File: src/rtl/alu_control.sv
// Lab ALU initiator: operand/opcode registers loaded from switches,
// button conditioning and a start/valid handshake sequencer.
module alu_control #(
   parameter int N       = 7,
   parameter int TIMEOUT = 16
) (
   input  logic          clk,
   input  logic          rst_n,
   input  logic [N-1:0]  sw,
   input  logic [3:0]    btn,
   output logic [N-1:0]  alu_a,
   output logic [N-1:0]  alu_b,
   output logic [1:0]    alu_op,
   output logic          alu_start,
   input  logic [15:0]   alu_result,
   input  logic          alu_valid,
   output logic [15:0]   result_q,
   output logic          result_ready,
   output logic          busy,
   output logic          error,
   output logic [2:0]    state_dbg
);

   typedef enum logic [2:0] {
      S_IDLE  = 3'd0,
      S_START = 3'd1,
      S_WAIT  = 3'd2,
      S_DONE  = 3'd3,
      S_ERR   = 3'd4
   } state_t;

   localparam int CW = $clog2(TIMEOUT + 1);
   // Last WAIT cycle is the one whose incremented count hits LIM
   localparam logic [CW-1:0] LIM = CW'((TIMEOUT > 1) ? TIMEOUT - 1 : 1);

   state_t        state_q, state_d;
   logic [3:0]    sync1_q, sync2_q, prev_q;
   logic [3:0]    edge_w;
   logic [N-1:0]  a_q, a_d, b_q, b_d;
   logic [1:0]    op_q, op_d;
   logic [15:0]   result_d;
   logic          rdy_q, rdy_d;
   logic [CW-1:0] cnt_q, cnt_d;
   logic [N:0]    sw_x;
   logic          ld_w;

   assign sw_x   = {1'b0, sw};
   assign edge_w = sync2_q & ~prev_q;
   assign ld_w   = |edge_w[2:0];

   always_ff @(posedge clk) begin
      if (!rst_n) begin
         state_q  <= S_IDLE;
         sync1_q  <= '0;
         sync2_q  <= '0;
         prev_q   <= '0;
         a_q      <= '0;
         b_q      <= '0;
         op_q     <= '0;
         result_q <= '0;
         rdy_q    <= 1'b0;
         cnt_q    <= '0;
      end else begin
         state_q  <= state_d;
         sync1_q  <= btn;
         sync2_q  <= sync1_q;
         prev_q   <= sync2_q;
         a_q      <= a_d;
         b_q      <= b_d;
         op_q     <= op_d;
         result_q <= result_d;
         rdy_q    <= rdy_d;
         cnt_q    <= cnt_d;
      end
   end

   always_comb begin
      state_d  = state_q;
      a_d      = a_q;
      b_d      = b_q;
      op_d     = op_q;
      result_d = result_q;
      rdy_d    = rdy_q;
      cnt_d    = cnt_q;
      case (state_q)
         S_IDLE: begin
            if (edge_w[0]) a_d = sw;
            if (edge_w[1]) b_d = sw;
            if (edge_w[2]) op_d = sw_x[1:0];
            if (ld_w) begin
               rdy_d = 1'b0;
            end else if (edge_w[3]) begin
               rdy_d   = 1'b0;
               state_d = S_START;
            end
         end
         S_START: begin
            cnt_d = '0;
            if (alu_valid) begin
               result_d = alu_result;
               state_d  = S_DONE;
            end else begin
               state_d = S_WAIT;
            end
         end
         S_WAIT: begin
            cnt_d = cnt_q + 1'b1;
            if (alu_valid) begin
               result_d = alu_result;
               state_d  = S_DONE;
            end else if (cnt_d == LIM) begin
               state_d = S_ERR;
            end
         end
         S_DONE: begin
            rdy_d   = 1'b1;
            state_d = S_IDLE;
         end
         S_ERR: begin
            rdy_d = 1'b0;
            if (|edge_w) state_d = S_IDLE;
         end
         default: state_d = S_IDLE;
      endcase
   end

   assign alu_a        = a_q;
   assign alu_b        = b_q;
   assign alu_op       = op_q;
   assign alu_start    = (state_q == S_START);
   assign busy         = (state_q == S_START) || (state_q == S_WAIT);
   assign error        = (state_q == S_ERR);
   assign result_ready = rdy_q;
   assign state_dbg    = state_q;

endmodule

File: config.mk
export PLATFORM = sky130hd
export DESIGN_NAME = alu_control
export DESIGN_NICKNAME = d
export VERILOG_FILES = /design/src/rtl/alu_control.sv
export SDC_FILE = /design/constraint.sdc
export NUM_CORES = 1
export LEC_CHECK = 0
export CORE_MARGIN = 5
export CORE_UTILIZATION = 41
export CTS_CLUSTER_DIAMETER = 120
export CTS_CLUSTER_SIZE = 24
export DETAILED_ROUTE_END_ITERATION = 10
export PLACE_DENSITY = 0.75
export SYNTH_ARGS = -nofsm -noshare
export SYNTH_HDL_FRONTEND = slang
export SYNTH_SLANG_ARGS = --single-unit
File: constraint.sdc
create_clock -name clk -period 1.3 [get_ports clk]
set_input_delay 0.195 -clock clk [delete_from_list [all_inputs] [get_ports clk]]
set_output_delay 0.195 -clock clk [all_outputs]
set_load 0.01 [all_outputs]
After elaboration in Yosys (flattened, before gate mapping)
Cells that the tools add are included.

operators by class
  mux-type cells = 11
  equal/unequal tests = 10
  bitwise gates (word level) = 2
  reduce and logical (&&, ||, !) cells = 13
  $add $sub $neg = 1

operators with widths
  operator               count
  $mux W3                5
  $pmux W3 S4            1
  $pmux W5 S2            1
  $reduce_and A2 Y1      5
  $eq A3 B2 Y1 const B   2
  $ne A3 B3 Y1 const B   2
  $add A5 B1 Y5 const B  1
  $eq A5 B4 Y1 const B   1
  $and A4 B4 Y4          1
  $ne A2 B2 Y1 const B   2
  $not A4 Y4             1
  $reduce_and A4 Y1      1
  $reduce_or A4 Y1       1
  $eq A3 B1 Y1 const B   1
  $eq A3 B3 Y1 const B   1
  $logic_not A3 Y1       1
  $mux W1                3
  $pmux W1 S3            1
  $reduce_bool A3 Y1     1
  $reduce_or A3 Y1       1
  $ne A2 B1 Y1 const B   1
  $reduce_bool A2 Y1     1
  $reduce_or A2 Y1       1
  $logic_or A1 B1 Y1     1

storage, ports and cells
  word-level logic and storage cells = 47
  register bits after elaboration = 53
  bits of input ports = 30
  output and inout port bits = 39

Logic depth before layout (Yosys ltp)
  word-level depth = 5
  gate-level depth with buffers = 7
  depth with buffers taken out = 6

Worst setup path before layout
OpenSTA, ideal clock, no wires.

  path kind = register to register
  start point = reg state_q[1] (netlist: state_dbg[1])
  end point = reg result_q[0]
  cell stages (with the launch flop) = 8
  clock period less this slack = 1.432 ns
  required time = 1.184 ns
  slack = -0.132 ns
  arrival = 1.316 ns
  cells stage by stage = dfxtp_1 buf_4 xnor2_1 nor3b_2 buf_6 buf_12 mux2i_1 nor2b_1

on the way
  cells in the longest elaborated chain, start to end = 3
  elaborated cells between the ends (all ways) = 4
  those cells by class = eq/ne (2); reduce/logical (2)

ends and longest elaborated chain
  item                                                 RTL line  source
  start, declared                                      36        state_t state_q, state_d;
  start signal, assigned                               64        state_q <= state_d;
  $eq A3 B1 Y1 / $eq A3 B2 Y1 (equally long branches)  85        case (state_q)
  $reduce_or A2 Y1 (no line) *                         -
  $reduce_and A2 Y1 (no line) *                        -
  end signal, assigned                                 71        result_q <= result_d;
  end, declared                                        17        output logic [15:0] result_q,

Mark *: on every way between the ends. The rest lies on a longest branch, timed or not.
A chain may end at the register's enable or synchronous reset.

Worst setup path after layout
  start point = reg state_q[1] (netlist: state_dbg[1])
  end point = reg result_q[9]

Same word-level chain as after synthesis.

==> impl_metrics.toml <==
[synthesis]
synth_cell_type_count = 36
synthCells = 230
yosysSeqAreaShare_pct = 48.5
ys.flop_type = "dfxtp_1"
synthSimpleGateAreaFrac_pct = 24.1
ys_ff_latch = 53
syn-cell-area_mm2 = 0.00219
synth_compound_area_share_pct = 12.3
postSynthAreaPerCell_um2 = 9.51
synth.area.mux_share_pct = 8.29
yosys_warnings = 0
synth_adder_area_share_pct = 1.14
synth_top_family_by_area = "simple AND/OR/NAND/NOR gates"
synth-xor-area-share_pct = 0.800
syn-num-nets = 262
synth-async-reset-ratio_pct = 0
synth_edf_count = 0

[floorplan]
core_mm2 = 0.00514
die_h_um = 83.1
die_w_um = 83.1
pin_count = 69
start_util_pct = 42.6
die_area_mm2 = 0.00690
rows = 26

[global_routing]
grt_pass1_vias = 1941
grt_pass1_wl_um = 9170
overflow = 0
grt_usage_pct = 15.8
grt_antenna_before_repair = 0
grt_max_degree = 23

[placed_design]
gp_congestion = 0.779
dpl.hpwl_um = 3650
io_buffers = 68
post-place-ws_ps = -248

[power]
switching_share_pct = 30.9
seqPwrFrac_pct = 42.2
vdd_drop_max_mv = 0.826
p_comb_share_pct = 38.4
p_switching_mw = 1.36
power_density_mw_per_mm2 = 1260
p_clk_share_pct = 19.3
p_leak_nw = 1.41
p_int_mw = 3.04

[clock_tree]
clk_latency_ps = 300
htree_num_levels = 2
clk_pin_slew_ps = 90
clkSinkCount = 53
cts_made_buffers = 5
cts_tree = "yes"
ctsHoldBuffers = 0
clock_path_buffers = 2
cts_root_buf = "clkbuf_8"

[hold_path]
min_path_cells = 1
hold_end = "sync2_q[3]"
hp-start = "sync1_q[3]"
holdCritPathClass = "reg2reg"

[sta]
period_minus_slack_ps = 1380
setup_tns_ps = -1180
fin_ws_ps = -80.4
maxSlewViolCount = 0
whs_ps = 439
rsz0062_at_grt = "true"
fmax_mhz = 724
fin_crit_sh_pct = 106
slew_headroom_pct = 78.5
hold_viol_final = 0
finClkSkew_ps = 7.96
setup_viol = 32
worstMarginPinSlew_ps = 322

[drt]
drt-initial-drc-count = 116
routedWlPerCell_um = 15.1
via_per_inst = 5.14
vias = 2021
antenna_left = 0
drt_wl_total_um = 5940
first_pass_iters = 4
drc = 0

[critical_path]
r2r_slack_ps = -80
timing.rr.start = "state_dbg[1]"
rr_worst_depth = 5
critPathLaunchType = "flop"
worstSetupEndpointType = "flop"
crit_type = "reg2reg"
crit_path_max_fanout = 9
r2r_end = "result_q[9]"
crit_required_ps = 1500
arrival_ps = 1580

[layout]
nets = 356
drive_gt1_share_pct = 29.1
final_util_pct = 67.7
area_delta_synth_final_pct = 59.1
diodes = 0

[outcome]
violations = "negative setup slack"
outcome = "finished with violations"

[job]
timing.max_cap.violations = 0
==> power by group through the flow <==
stage / clock network, mW / logic, mW / registers, mW
finish: 0.850 / 1.69 / 1.86
global route: 0.970 / 1.81 / 1.88
CTS: 0.879 / 1.47 / 1.85
detailed placement: 0 / 1.25 / 1.88
global placement: 0 / 1.23 / 1.88
floorplan: 0 / 0.645 / 1.90
==> critical path: stages (launching register included) <==
cell     delay [ps]
dfxtp_4         380
xnor2_4         160
nor3b_4         240
buf_6           200
mux2i_1         210
nor2b_1          60
==> through the flow <==
| stage | cell area (µm²) | power [mW] | cells |
|---|---|---|---|
| floorplan | 2200 | 2.55 | 230 |
| global placement | 3080 | 3.10 | 376 |
| detailed placement | 3080 | 3.13 | 376 |
| CTS | 3270 | 4.20 | 392 |
| global route | 3480 | 4.66 | 393 |
| finish | 3480 | 4.40 | 393 |
==> flip-flops by register name, summed over array words and instances (netlist names) <==
signal,count
result_q,16
alu_a,7
alu_b,7
cnt_q,5
prev_q,4
sync1_q,4
sync2_q,4
state_dbg,3
alu_op,2
result_ready,1
==> per-layer routing <==
metal / global-route usage, % / share of wire [%]
met5: 0 / 0
met4: 4.01 / 2.6
met1: 20.0 / 40
met2: 25.6 / 48
met3: 5.54 / 9.3
==> cells by family (layout without fill, tap and decap cells) <==
kind of cell    Yosys count  in the layout
mux                      18             18
xor+xnor                  2              2
fa+ha+maj                 2              2
buf+inv                  20            113
compound gates           39             39
flops                    53             53
simple gates             96             96
==> area by class of cell <==
cell class              instances  area, µm²
repair buffers                104        943
multi-input cells             157       1290
inverters                       3       11.3
flip-flops and latches         53       1080
clock inverters                 1       5.00
well taps                      70       87.6
fillers                       447       1660
clock buffers                   5       68.8
==> worst max path at each step <==
| stage | from | cells past startpoint | to | slack, ps |
|---|---|---|---|---|
| finish | state_dbg[1] | 5 | result_q[9] | -80 |
| global route | state_dbg[1] | 5 | result_q[10] | -160 |
| CTS | state_dbg[0] | 6 | result_q[10] | -100 |
| floorplan | state_dbg[1] | 7 | result_q[0] | -110 |
| detailed placement | alu_valid | 5 | result_q[10] | -250 |
| global placement | alu_valid | 5 | result_q[7] | -170 |
==> placed cells by master, fill, tap and decap left out, drive strengths merged, types with 2 or more instances in the layout <==
| cell | count |
|---|---|
| nor2 | 3 |
| nand2b | 3 |
| nand3 | 18 |
| nor4 | 2 |
| nand2 | 22 |
| dlygate4sd2 | 33 |
| dfxtp | 53 |
| and2 | 15 |
| clkdlybuf4s50 | 29 |
| o211ai | 3 |
| inv | 3 |
| buf | 41 |
| ha | 2 |
| nor2b | 23 |
| a21oi | 5 |
| mux2i | 17 |
| clkbuf | 6 |
| nor3 | 3 |
| o22ai | 2 |
| o21ai | 6 |
| nor3b | 4 |
| a21boi | 18 |
==> cell usage after synthesis, drive strengths merged (2+ instances only) <==
master  instances  share of area, %
dfxtp          53                48
nor2b          23               6.6
nand2          22               3.8
a21boi         18               6.2
nand3          18               4.1
mux2i          17               7.8
and2           15               4.3
clkbuf         10               1.7
buf             7               2.6
o21ai           6               1.4
a21oi           5               1.1
nor3b           4               1.6
inv             3              0.51
nand2b          3              0.86
nor2            3              0.51
nor3            3              0.69
o211ai          3               1.0
ha              2               1.1
nor4            2              0.57
o22ai           2              0.57
==> what timing repair did <==
action                     in CTS  in global routing
resized for setup              81                 68
setup buffers                   8                  5
gates cloned                    2                  0
setup endpoints to repair      75                 45
pin swaps                       2                 27
Power figures use the tool's default switching activity.
